**config.mk**
```make
export PLATFORM = sky130hd
export DESIGN_NAME = hazard_ctrl_flat
export DESIGN_NICKNAME = d
export VERILOG_FILES = /design/src/rtl/hazard_if.sv /design/src/rtl/hazard_ctrl.sv /design/src/flat_wrapper.sv
export SDC_FILE = /design/constraint.sdc
export NUM_CORES = 1
export LEC_CHECK = 0
export BUFFER_PORTS_ARGS = -buffer_cell sky130_fd_sc_hd__buf_2
export CELL_PAD_IN_SITES_DETAIL_PLACEMENT = 1
export CELL_PAD_IN_SITES_GLOBAL_PLACEMENT = 1
export CORE_MARGIN = 5
export CORE_UTILIZATION = 38
export DETAILED_ROUTE_END_ITERATION = 10
export HOLD_SLACK_MARGIN = 0.15
export MAX_ROUTING_LAYER = met4
export PLACE_DENSITY_LB_ADDON = 0.1
export SLEW_MARGIN = 20
export SYNTH_ARGS = -nofsm -noshare
export SYNTH_HDL_FRONTEND = slang
export SYNTH_SLANG_ARGS = --single-unit
```
**constraint.sdc**
```tcl
create_clock -name clk_i -period 2.7 [get_ports clk_i]
set_clock_uncertainty 0.1 [all_clocks]
set_input_delay 0.27 -clock clk_i [delete_from_list [all_inputs] [get_ports clk_i]]
set_output_delay 0.27 -clock clk_i [all_outputs]
set_load 0.01 [all_outputs]
```
**src/rtl/hazard_if.sv**
```systemverilog
// Handshake bundle between the ID/EX hazard sources and the sequencing controller.
// Inputs describe the ID and EX instructions; outputs steer pipeline registers.
interface hazard_if #(
    parameter int CNT_W = 16
);
    logic [4:0]       ID_Rs1_i;
    logic [4:0]       ID_Rs2_i;
    logic             ID_UsesRs2_i;
    logic             EX_MemRead_i;
    logic [4:0]       EX_Rd_i;
    logic             EX_MulDiv_i;
    logic             ID_Flush_i;
    logic             PC_Write_o;
    logic             IFID_Write_o;
    logic             IFID_Flush_o;
    logic             IDEX_Write_o;
    logic             IDEX_Bubble_o;
    logic             EXMEM_Bubble_o;
    logic             MD_Done_o;
    logic [CNT_W-1:0] Stall_Cnt_o;

    modport master (
        output ID_Rs1_i,
        output ID_Rs2_i,
        output ID_UsesRs2_i,
        output EX_MemRead_i,
        output EX_Rd_i,
        output EX_MulDiv_i,
        output ID_Flush_i,
        input  PC_Write_o,
        input  IFID_Write_o,
        input  IFID_Flush_o,
        input  IDEX_Write_o,
        input  IDEX_Bubble_o,
        input  EXMEM_Bubble_o,
        input  MD_Done_o,
        input  Stall_Cnt_o
    );

    modport slave (
        input  ID_Rs1_i,
        input  ID_Rs2_i,
        input  ID_UsesRs2_i,
        input  EX_MemRead_i,
        input  EX_Rd_i,
        input  EX_MulDiv_i,
        input  ID_Flush_i,
        output PC_Write_o,
        output IFID_Write_o,
        output IFID_Flush_o,
        output IDEX_Write_o,
        output IDEX_Bubble_o,
        output EXMEM_Bubble_o,
        output MD_Done_o,
        output Stall_Cnt_o
    );
endinterface

```
**src/rtl/hazard_ctrl.sv**
```systemverilog
// Pipeline sequencing controller: load-use bubbles, MUL/DIV EX occupancy,
// flush gating and a saturating stall-cycle counter.
module hazard_ctrl #(
    parameter int MD_LAT = 4,
    parameter int CNT_W  = 16
) (
    input  logic    clk_i,
    input  logic    rst_i,
    hazard_if.slave hz
);
    localparam int CW = (MD_LAT > 1) ? $clog2(MD_LAT) : 1;
    localparam logic [CW-1:0] CNT_INIT = CW'((MD_LAT > 1) ? MD_LAT - 2 : 0);

    typedef enum logic {
        RUN = 1'b0,
        MD  = 1'b1
    } state_e;

    state_e           state_q, state_d;
    logic [CW-1:0]    cnt_q, cnt_d;
    logic [CNT_W-1:0] stall_q, stall_d;

    logic md_stall;
    logic lu_stall;
    logic md_done;
    logic rd_hit;
    logic pc_we;
    logic ifid_we;
    logic ifid_fl;
    logic idex_we;
    logic idex_bub;
    logic exmem_bub;

    always_ff @(posedge clk_i) begin
        if (rst_i) begin
            state_q <= RUN;
            cnt_q   <= '0;
            stall_q <= '0;
        end else begin
            state_q <= state_d;
            cnt_q   <= cnt_d;
            stall_q <= stall_d;
        end
    end

    always_comb begin
        state_d   = state_q;
        cnt_d     = cnt_q;
        pc_we     = 1'b1;
        ifid_we   = 1'b1;
        idex_we   = 1'b1;
        idex_bub  = 1'b0;
        exmem_bub = 1'b0;

        md_stall = ((state_q == RUN) && hz.EX_MulDiv_i && (MD_LAT > 1))
                || ((state_q == MD) && (cnt_q != '0));

        rd_hit = (hz.EX_Rd_i != 5'd0)
              && ((hz.EX_Rd_i == hz.ID_Rs1_i)
              || (hz.ID_UsesRs2_i && (hz.EX_Rd_i == hz.ID_Rs2_i)));

        lu_stall = (state_q == RUN) && !md_stall
                && hz.EX_MemRead_i && rd_hit;

        md_done = ((state_q == MD) && (cnt_q == '0))
               || ((state_q == RUN) && hz.EX_MulDiv_i && (MD_LAT == 1));

        // EX_MulDiv_i is ignored in MD so the held op cannot retrigger.
        unique case (state_q)
            RUN: begin
                if (md_stall) begin
                    state_d = MD;
                    cnt_d   = CNT_INIT;
                end
            end
            MD: begin
                if (cnt_q != '0) begin
                    cnt_d = cnt_q - 1'b1;
                end else begin
                    state_d = RUN;
                end
            end
            default: begin
                state_d = RUN;
                cnt_d   = '0;
            end
        endcase

        unique case (1'b1)
            md_stall: begin
                pc_we     = 1'b0;
                ifid_we   = 1'b0;
                idex_we   = 1'b0;
                exmem_bub = 1'b1;
            end
            lu_stall: begin
                pc_we    = 1'b0;
                ifid_we  = 1'b0;
                idex_bub = 1'b1;
            end
            default: begin
                pc_we = 1'b1;
            end
        endcase

        ifid_fl = hz.ID_Flush_i && !md_stall && !lu_stall;

        if (rst_i) begin
            pc_we     = 1'b1;
            ifid_we   = 1'b1;
            idex_we   = 1'b1;
            idex_bub  = 1'b0;
            exmem_bub = 1'b0;
            ifid_fl   = 1'b0;
            md_done   = 1'b0;
        end

        stall_d = stall_q;
        if (!pc_we && (stall_q != '1)) begin
            stall_d = stall_q + 1'b1;
        end
    end

    assign hz.PC_Write_o     = pc_we;
    assign hz.IFID_Write_o   = ifid_we;
    assign hz.IFID_Flush_o   = ifid_fl;
    assign hz.IDEX_Write_o   = idex_we;
    assign hz.IDEX_Bubble_o  = idex_bub;
    assign hz.EXMEM_Bubble_o = exmem_bub;
    assign hz.MD_Done_o      = md_done;
    assign hz.Stall_Cnt_o    = stall_q;
endmodule
```
**src/flat_wrapper.sv**
```systemverilog
// flat-port wrapper written by rule: the top's interface ports become plain ports
module hazard_ctrl_flat 
#(
    parameter int MD_LAT = 4,
    parameter int CNT_W  = 16
)
  (clk_i, rst_i, hz_ID_Rs1_i, hz_ID_Rs2_i, hz_ID_UsesRs2_i, hz_EX_MemRead_i, hz_EX_Rd_i, hz_EX_MulDiv_i, hz_ID_Flush_i, hz_PC_Write_o, hz_IFID_Write_o, hz_IFID_Flush_o, hz_IDEX_Write_o, hz_IDEX_Bubble_o, hz_EXMEM_Bubble_o, hz_MD_Done_o, hz_Stall_Cnt_o);
  hazard_if #(.CNT_W(CNT_W)) hz_i ();
  input  logic clk_i;
  input  logic rst_i;
  input wire logic [$bits(hz_i.ID_Rs1_i)-1:0] hz_ID_Rs1_i;
  input wire logic [$bits(hz_i.ID_Rs2_i)-1:0] hz_ID_Rs2_i;
  input wire logic [$bits(hz_i.ID_UsesRs2_i)-1:0] hz_ID_UsesRs2_i;
  input wire logic [$bits(hz_i.EX_MemRead_i)-1:0] hz_EX_MemRead_i;
  input wire logic [$bits(hz_i.EX_Rd_i)-1:0] hz_EX_Rd_i;
  input wire logic [$bits(hz_i.EX_MulDiv_i)-1:0] hz_EX_MulDiv_i;
  input wire logic [$bits(hz_i.ID_Flush_i)-1:0] hz_ID_Flush_i;
  output wire logic [$bits(hz_i.PC_Write_o)-1:0] hz_PC_Write_o;
  output wire logic [$bits(hz_i.IFID_Write_o)-1:0] hz_IFID_Write_o;
  output wire logic [$bits(hz_i.IFID_Flush_o)-1:0] hz_IFID_Flush_o;
  output wire logic [$bits(hz_i.IDEX_Write_o)-1:0] hz_IDEX_Write_o;
  output wire logic [$bits(hz_i.IDEX_Bubble_o)-1:0] hz_IDEX_Bubble_o;
  output wire logic [$bits(hz_i.EXMEM_Bubble_o)-1:0] hz_EXMEM_Bubble_o;
  output wire logic [$bits(hz_i.MD_Done_o)-1:0] hz_MD_Done_o;
  output wire logic [$bits(hz_i.Stall_Cnt_o)-1:0] hz_Stall_Cnt_o;
  assign hz_i.ID_Rs1_i = hz_ID_Rs1_i;
  assign hz_i.ID_Rs2_i = hz_ID_Rs2_i;
  assign hz_i.ID_UsesRs2_i = hz_ID_UsesRs2_i;
  assign hz_i.EX_MemRead_i = hz_EX_MemRead_i;
  assign hz_i.EX_Rd_i = hz_EX_Rd_i;
  assign hz_i.EX_MulDiv_i = hz_EX_MulDiv_i;
  assign hz_i.ID_Flush_i = hz_ID_Flush_i;
  assign hz_PC_Write_o = hz_i.PC_Write_o;
  assign hz_IFID_Write_o = hz_i.IFID_Write_o;
  assign hz_IFID_Flush_o = hz_i.IFID_Flush_o;
  assign hz_IDEX_Write_o = hz_i.IDEX_Write_o;
  assign hz_IDEX_Bubble_o = hz_i.IDEX_Bubble_o;
  assign hz_EXMEM_Bubble_o = hz_i.EXMEM_Bubble_o;
  assign hz_MD_Done_o = hz_i.MD_Done_o;
  assign hz_Stall_Cnt_o = hz_i.Stall_Cnt_o;
  hazard_ctrl #(.MD_LAT(MD_LAT), .CNT_W(CNT_W)) u_core (.clk_i(clk_i), .rst_i(rst_i), .hz(hz_i));
endmodule
```
Yosys cells after proc, flatten, opt, wreduce, memory -nomap -nowiden:

Index checks and enable logic that the tools add are counted.

* register bits: 19
* input port bits: 21
* output and inout bits: 23
* word-level logic and storage cells: 47

* $add $sub $neg: 2
* eq/ne operators: 5
* multiplexer cells: 15
* bitwise gates (word level): 1
* reductions and logical operators: 21

Operators with widths (count)
* $add A16 B1 Y16 const B: 1
* $ne A16 B16 Y1 const B: 1
* $logic_and A1 B1 Y1: 11
* $mux W1: 11
* $eq A5 B5 Y1: 2
* $reduce_bool A5 Y1: 1
* $mux W2: 2
* $pmux W2 S2: 1
* $logic_not A1 Y1: 3
* $logic_not A2 Y1: 1
* $logic_or A1 B1 Y1: 2
* $ne A2 B1 Y1 const B: 1
* $ne A2 B2 Y1 const B: 1
* $pmux W1 S2: 1
* $reduce_and A2 Y1: 1
* $reduce_bool A2 Y1: 1
* $reduce_or A2 Y1: 1
* $sub A2 B1 Y2 const B: 1
* $not A1 Y1: 1

Logic depth before layout (Yosys ltp):

* depth after elaboration: 12
* gate-level depth with buffers: 7
* mapped depth without buffers: 6

Least setup slack after synthesis:

No wires, ideal clock.

* kind: register to register
* from: register u_core.stall_q[2] (netlist: u_core.hz.Stall_Cnt_o[2])
* to: register u_core.stall_q[13] (netlist: u_core.hz.Stall_Cnt_o[13])
* setup time: 0.070 ns
* data arrival time: 1.676 ns
* data required time: 2.530 ns
* slack: 0.854 ns
* cell stages (with the launch flop): 6
* path buffers: 0
* clock period less this slack: 1.846 ns
* path through: dfxtp_1 > and3_4 > nand3_4 > a211o_4 > or4_1 > a21oi_1

* longest elaborated chain between the ends: 2
* elaborated cells between the ends (all ways): 3
* classes of those cells: 1 x add/sub; 1 x eq/ne; 1 x reduce/logical

Ends and longest elaborated chain
* start, declared: line hazard_ctrl.sv:21 `logic [CNT_W-1:0] stall_q, stall_d;`
* start signal, assigned: line hazard_ctrl.sv:42 `stall_q <= stall_d;`
* branches (longest 2 deep; another with $add A16 B1 Y16)

Several ways; the timed one is not identified.
A chain may end at the register's enable or synchronous reset.

Worst setup path in the final report:

* from: register u_core.cnt_q[0]
* to: output hz_PC_Write_o

* longest elaborated chain between the ends: 10

Ends and longest elaborated chain
* start, declared: line hazard_ctrl.sv:20 `logic [CW-1:0] cnt_q, cnt_d;`
* start signal, assigned: line hazard_ctrl.sv:41 `cnt_q <= cnt_d;`
* $reduce_bool A2 Y1 (*): line hazard_ctrl.sv:56 `|| ((state_q == MD) && (cnt_q != '0));`
* $logic_and A1 B1 Y1 (*): line hazard_ctrl.sv:56
* $logic_or A1 B1 Y1 (*): line hazard_ctrl.sv:56
* $logic_not A1 Y1: line hazard_ctrl.sv:62 `lu_stall = (state_q == RUN) && !md_stall`
* $logic_and A1 B1 Y1: line hazard_ctrl.sv:62
* $logic_and A1 B1 Y1 (2 in series): line hazard_ctrl.sv:63 `&& hz.EX_MemRead_i && rd_hit;`
* $reduce_or A2 Y1 (no line) (*)
* $mux W1 (*): line hazard_ctrl.sv:89 `unique case (1'b1)`
* $mux W1 (*): line hazard_ctrl.sv:108 `if (rst_i) begin`
* end, declared: line flat_wrapper.sv:18 `output wire logic [$bits(hz_i.PC_Write_o)-1:0] hz_PC_Write_o;`

Every way passes the cells marked *; elsewhere a longest branch is shown, timed or not.

==> impl_metrics.py <==
metrics = {
    "detailed_routing": {
        "vias": 1178,
        "drtIter0Drc": 33,
        "drtPass1Iterations": 4,
        "wl_per_cell_um": 14.8,
        "drc": 0,
        "ant_nets": 0,
        "drt-total-wl_mm": 3.07,
        "route.detailed.vias_per_inst": 5.66,
    },
    "timing": {
        "drv_slew": 0,
        "worst_pin_slew_ns": 0.605,
        "relSlewSlack_pct": 59.7,
        "max_freq_mhz": 447,
        "period_needed_ns": 2.23,
        "grt_setup_unrepaired": "no",
        "setup_viol": 0,
        "hold_viol": 0,
        "period_share_pct": 82.8,
        "fin_setup_tns_ns": 0,
    },
    "yosys": {
        "synth-compound-area-share_pct": 22.6,
        "synth_seq_cells": 19,
        "synth_xor_area_share_pct": 7.44,
        "synth_edf_count": 0,
        "synth_top_family_by_area": "simple AND/OR/NAND/NOR gates",
        "synth.distinct_cells": 40,
        "async_flop_share_pct": 0,
        "synth.most_common_cell": "dfxtp_1",
        "synth_area_leaders": "dfxtp_1 32%, xnor2_1 7.4%, a21oi_1 5.1%, buf_6 3.8%, nand2_1 3.2%",
        "synth-adder-area-share_pct": 2.13,
        "yosys.area_share.simple_pct": 27.6,
        "netlist_instances": 133,
        "synth_mux_area_share_pct": 0.850,
        "synth_area_leader_cell": "dfxtp_1",
        "synth_top_area_share_pct": 32.3,
        "synthTopCellsByCount": "19 x dfxtp_1, 12 x a21oi_1, 10 x nand2_1, 10 x xnor2_1, 8 x nor2_1",
        "syn-num-nets": 156,
        "synth.avg_cell_area_um2": 8.85,
        "synth-main-ff-cell": "dfxtp_1",
        "netlist_area_um2": 1180,
        "yosysWarnings": 0,
        "synth_seq_area_share_pct": 32.3,
    },
    "global_routing": {
        "gr-usage-all-layers_pct": 15.6,
        "grt_pass1_wl_mm": 5.21,
        "grt_pass1_vias": 1189,
        "grt_remaining_overflow": 0,
        "grt_max_degree": 19,
        "antenna_found_initial": 0,
    },
    "placement": {
        "port_buffers": 43,
        "dp_hpwl_mm": 2.42,
        "gp_congestion": 0.725,
        "dpl_cell_area_um2": 1380,
    },
    "clock_network": {
        "cts_tree": "built",
        "clk_pin_slew_ns": 0.10,
        "hold_buffers": 0,
        "clock_path_buffers": 2,
        "post-cts-setup-buffers": 0,
        "cts_resized": 0,
        "cts_root_buf": "clkbuf_4",
        "cts_inserted_buffers": 3,
        "numClockSinks": 19,
        "worstSkewPairLatency_ns": 0.29,
        "htree_levels": 1,
    },
    "critical_path": {
        "startpoint_type": "flop",
        "path_max_fanout": 16,
        "critical_path_class": "reg2out",
        "reg2reg_from": "u_core.cnt_q[0]$_SDFFE_PP0P_",
        "timing.rr.end": "u_core.hz.Stall_Cnt_o[9]$_SDFFE_PP0P_",
        "critPathRequiredTime_ns": 2.33,
        "cp.arrival_ns": 1.86,
        "reg2reg_slack_ns": 0.59,
        "crit_path_end_kind": "primary output",
        "reg2reg_depth": 7,
    },
    "finish": {
        "final_layout_size_suffix_gt1_share_pct": 33.7,
        "utilization_pct": 46.9,
        "diodes": 0,
        "nets": 199,
        "syn_to_final_growth_pct": 19.6,
        "final_cell_area_um2": 1410,
    },
    "hold_path": {
        "hold_start": "hz_EX_MulDiv_i",
        "hold_path_class": "in2reg",
        "whs_path_depth": 3,
        "min_to": "u_core.state_q$_SDFF_PP0_",
    },
    "power": {
        "switching_share_pct": 28.7,
        "p_int_w": 0.000392,
        "p_leak_nw": 0.573,
        "pwr-share-comb_pct": 20.2,
        "clkPwrFrac_pct": 26.2,
        "ir_worst_vdd_v": 0.000151,
        "power-per-cell-area_nw_per_um2": 390,
        "p_sw_w": 0.000157,
        "power_frac_seq_pct": 53.7,
    },
    "floorplan": {
        "initial_core_util_pct": 39.2,
        "fp-row-count": 20,
        "dieArea_um2": 4310,
        "die_w_um": 65.7,
        "core_um2": 3000,
        "die_h_um": 65.7,
        "boundaryPins": 44,
    },
    "outcome": {
        "status": "finished clean",
    },
    "run": {
        "drv_cap": 0,
    },
}
logic make-up (layout without fill, tap and decap cells):
group / count (synthesis) / after routing
xor+xnor: 10 / 10
fa+ha+maj: 2 / 2
buf+inv: 12 / 54
mux: 1 / 1
flops: 19 / 19
simple gates: 51 / 51
compound gates: 38 / 38
cell type report:
type | instances | area, um2
inverter | 6 | 22.5
tap | 33 | 41.3
clock buffer | 4 | 26.3
sequential | 19 | 380
fill | 376 | 1600
timing repair buffer | 44 | 223
multi-input combinational | 102 | 714
stage by stage:
step                      cells  worst slack, ns  total power [W]  hold slack, ns
after global placement      204            0.640         0.000409           0.353
after detailed placement    204            0.575         0.000414           0.374
after global routing        208            0.291         0.000587           0.253
after CTS                   208            0.423         0.000562           0.224
final                       208            0.465         0.000549           0.237
after floorplan             133            0.854         0.000382           0.334
registers in the layout, summed over array words and instances, names as in the netlist:
signal,cells
u_core.cnt_q,2
u_core.state_q,1
u_core.hz.Stall_Cnt_o,16
placed cells by master (no fill, tap or decap), drive strengths merged:
master	Yosys	layout
buf	6	44
dfxtp	19	19
a21oi	13	13
xnor2	10	10
nand2	10	10
nor2	8	8
o21ai	7	7
nand4	7	7
inv	6	6
nand3	5	5
or3	5	5
o31ai	4	4
or4	4	4
clkbuf	0	4
o311ai	3	3
o41ai	3	3
nor3	3	3
and3	3	3
ha	2	2
or2	2	2
nor4	2	2
o22ai	1	1
a211o	1	1
o21bai	1	1
o311a	1	1
mux2i	1	1
or3b	1	1
nor2b	1	1
a211oi	1	1
a221oi	1	1
o31a	1	1
o21a	1	1
worst max-delay path: stages (launching register included):
cell and delay (ns):
dfxtp_1 0.34, inv_1 0.06, ha_1 0.20, a21oi_1 0.12, a21oi_2 0.48, or2_4 0.26
buf_2 0.13
power by group through the flow:
stage               clock [W]  combinational, W  sequential (W)
finish               0.000144          0.000111        0.000295
global placement            0          0.000108        0.000301
global route         0.000166          0.000124        0.000296
floorplan                   0         0.0000811        0.000301
CTS                  0.000154          0.000113        0.000295
detailed placement          0          0.000112        0.000301
how the worst max path moves through the flow:
stage	from	endpoint	depth (start not counted)
CTS	u_core.cnt_q[0]$_SDFFE_PP0P_	hz_PC_Write_o	6
detailed placement	hz_EX_Rd_i[1]	u_core.hz.Stall_Cnt_o[9]$_SDFFE_PP0P_	8
global placement	hz_EX_Rd_i[3]	u_core.hz.Stall_Cnt_o[11]$_SDFFE_PP0P_	8
finish	u_core.cnt_q[0]$_SDFFE_PP0P_	hz_PC_Write_o	6
floorplan	u_core.hz.Stall_Cnt_o[2]$_SDFFE_PP0P_	u_core.hz.Stall_Cnt_o[13]$_SDFFE_PP0P_	5
global route	u_core.cnt_q[0]$_SDFFE_PP0P_	hz_PC_Write_o	6
routing by layer:
layer | vias to the layer above | track usage [%] | part of all wire, %
li1 | 582 | - | -
met1 | 568 | 18.2 | 45
met2 | 26 | 27.5 | 50
met3 | 2 | 2.56 | 4.0
met4 | 0 | 3.89 | 0.62
met5 | - | - | 0
Note: power is estimated with default switching activity, not from simulation.
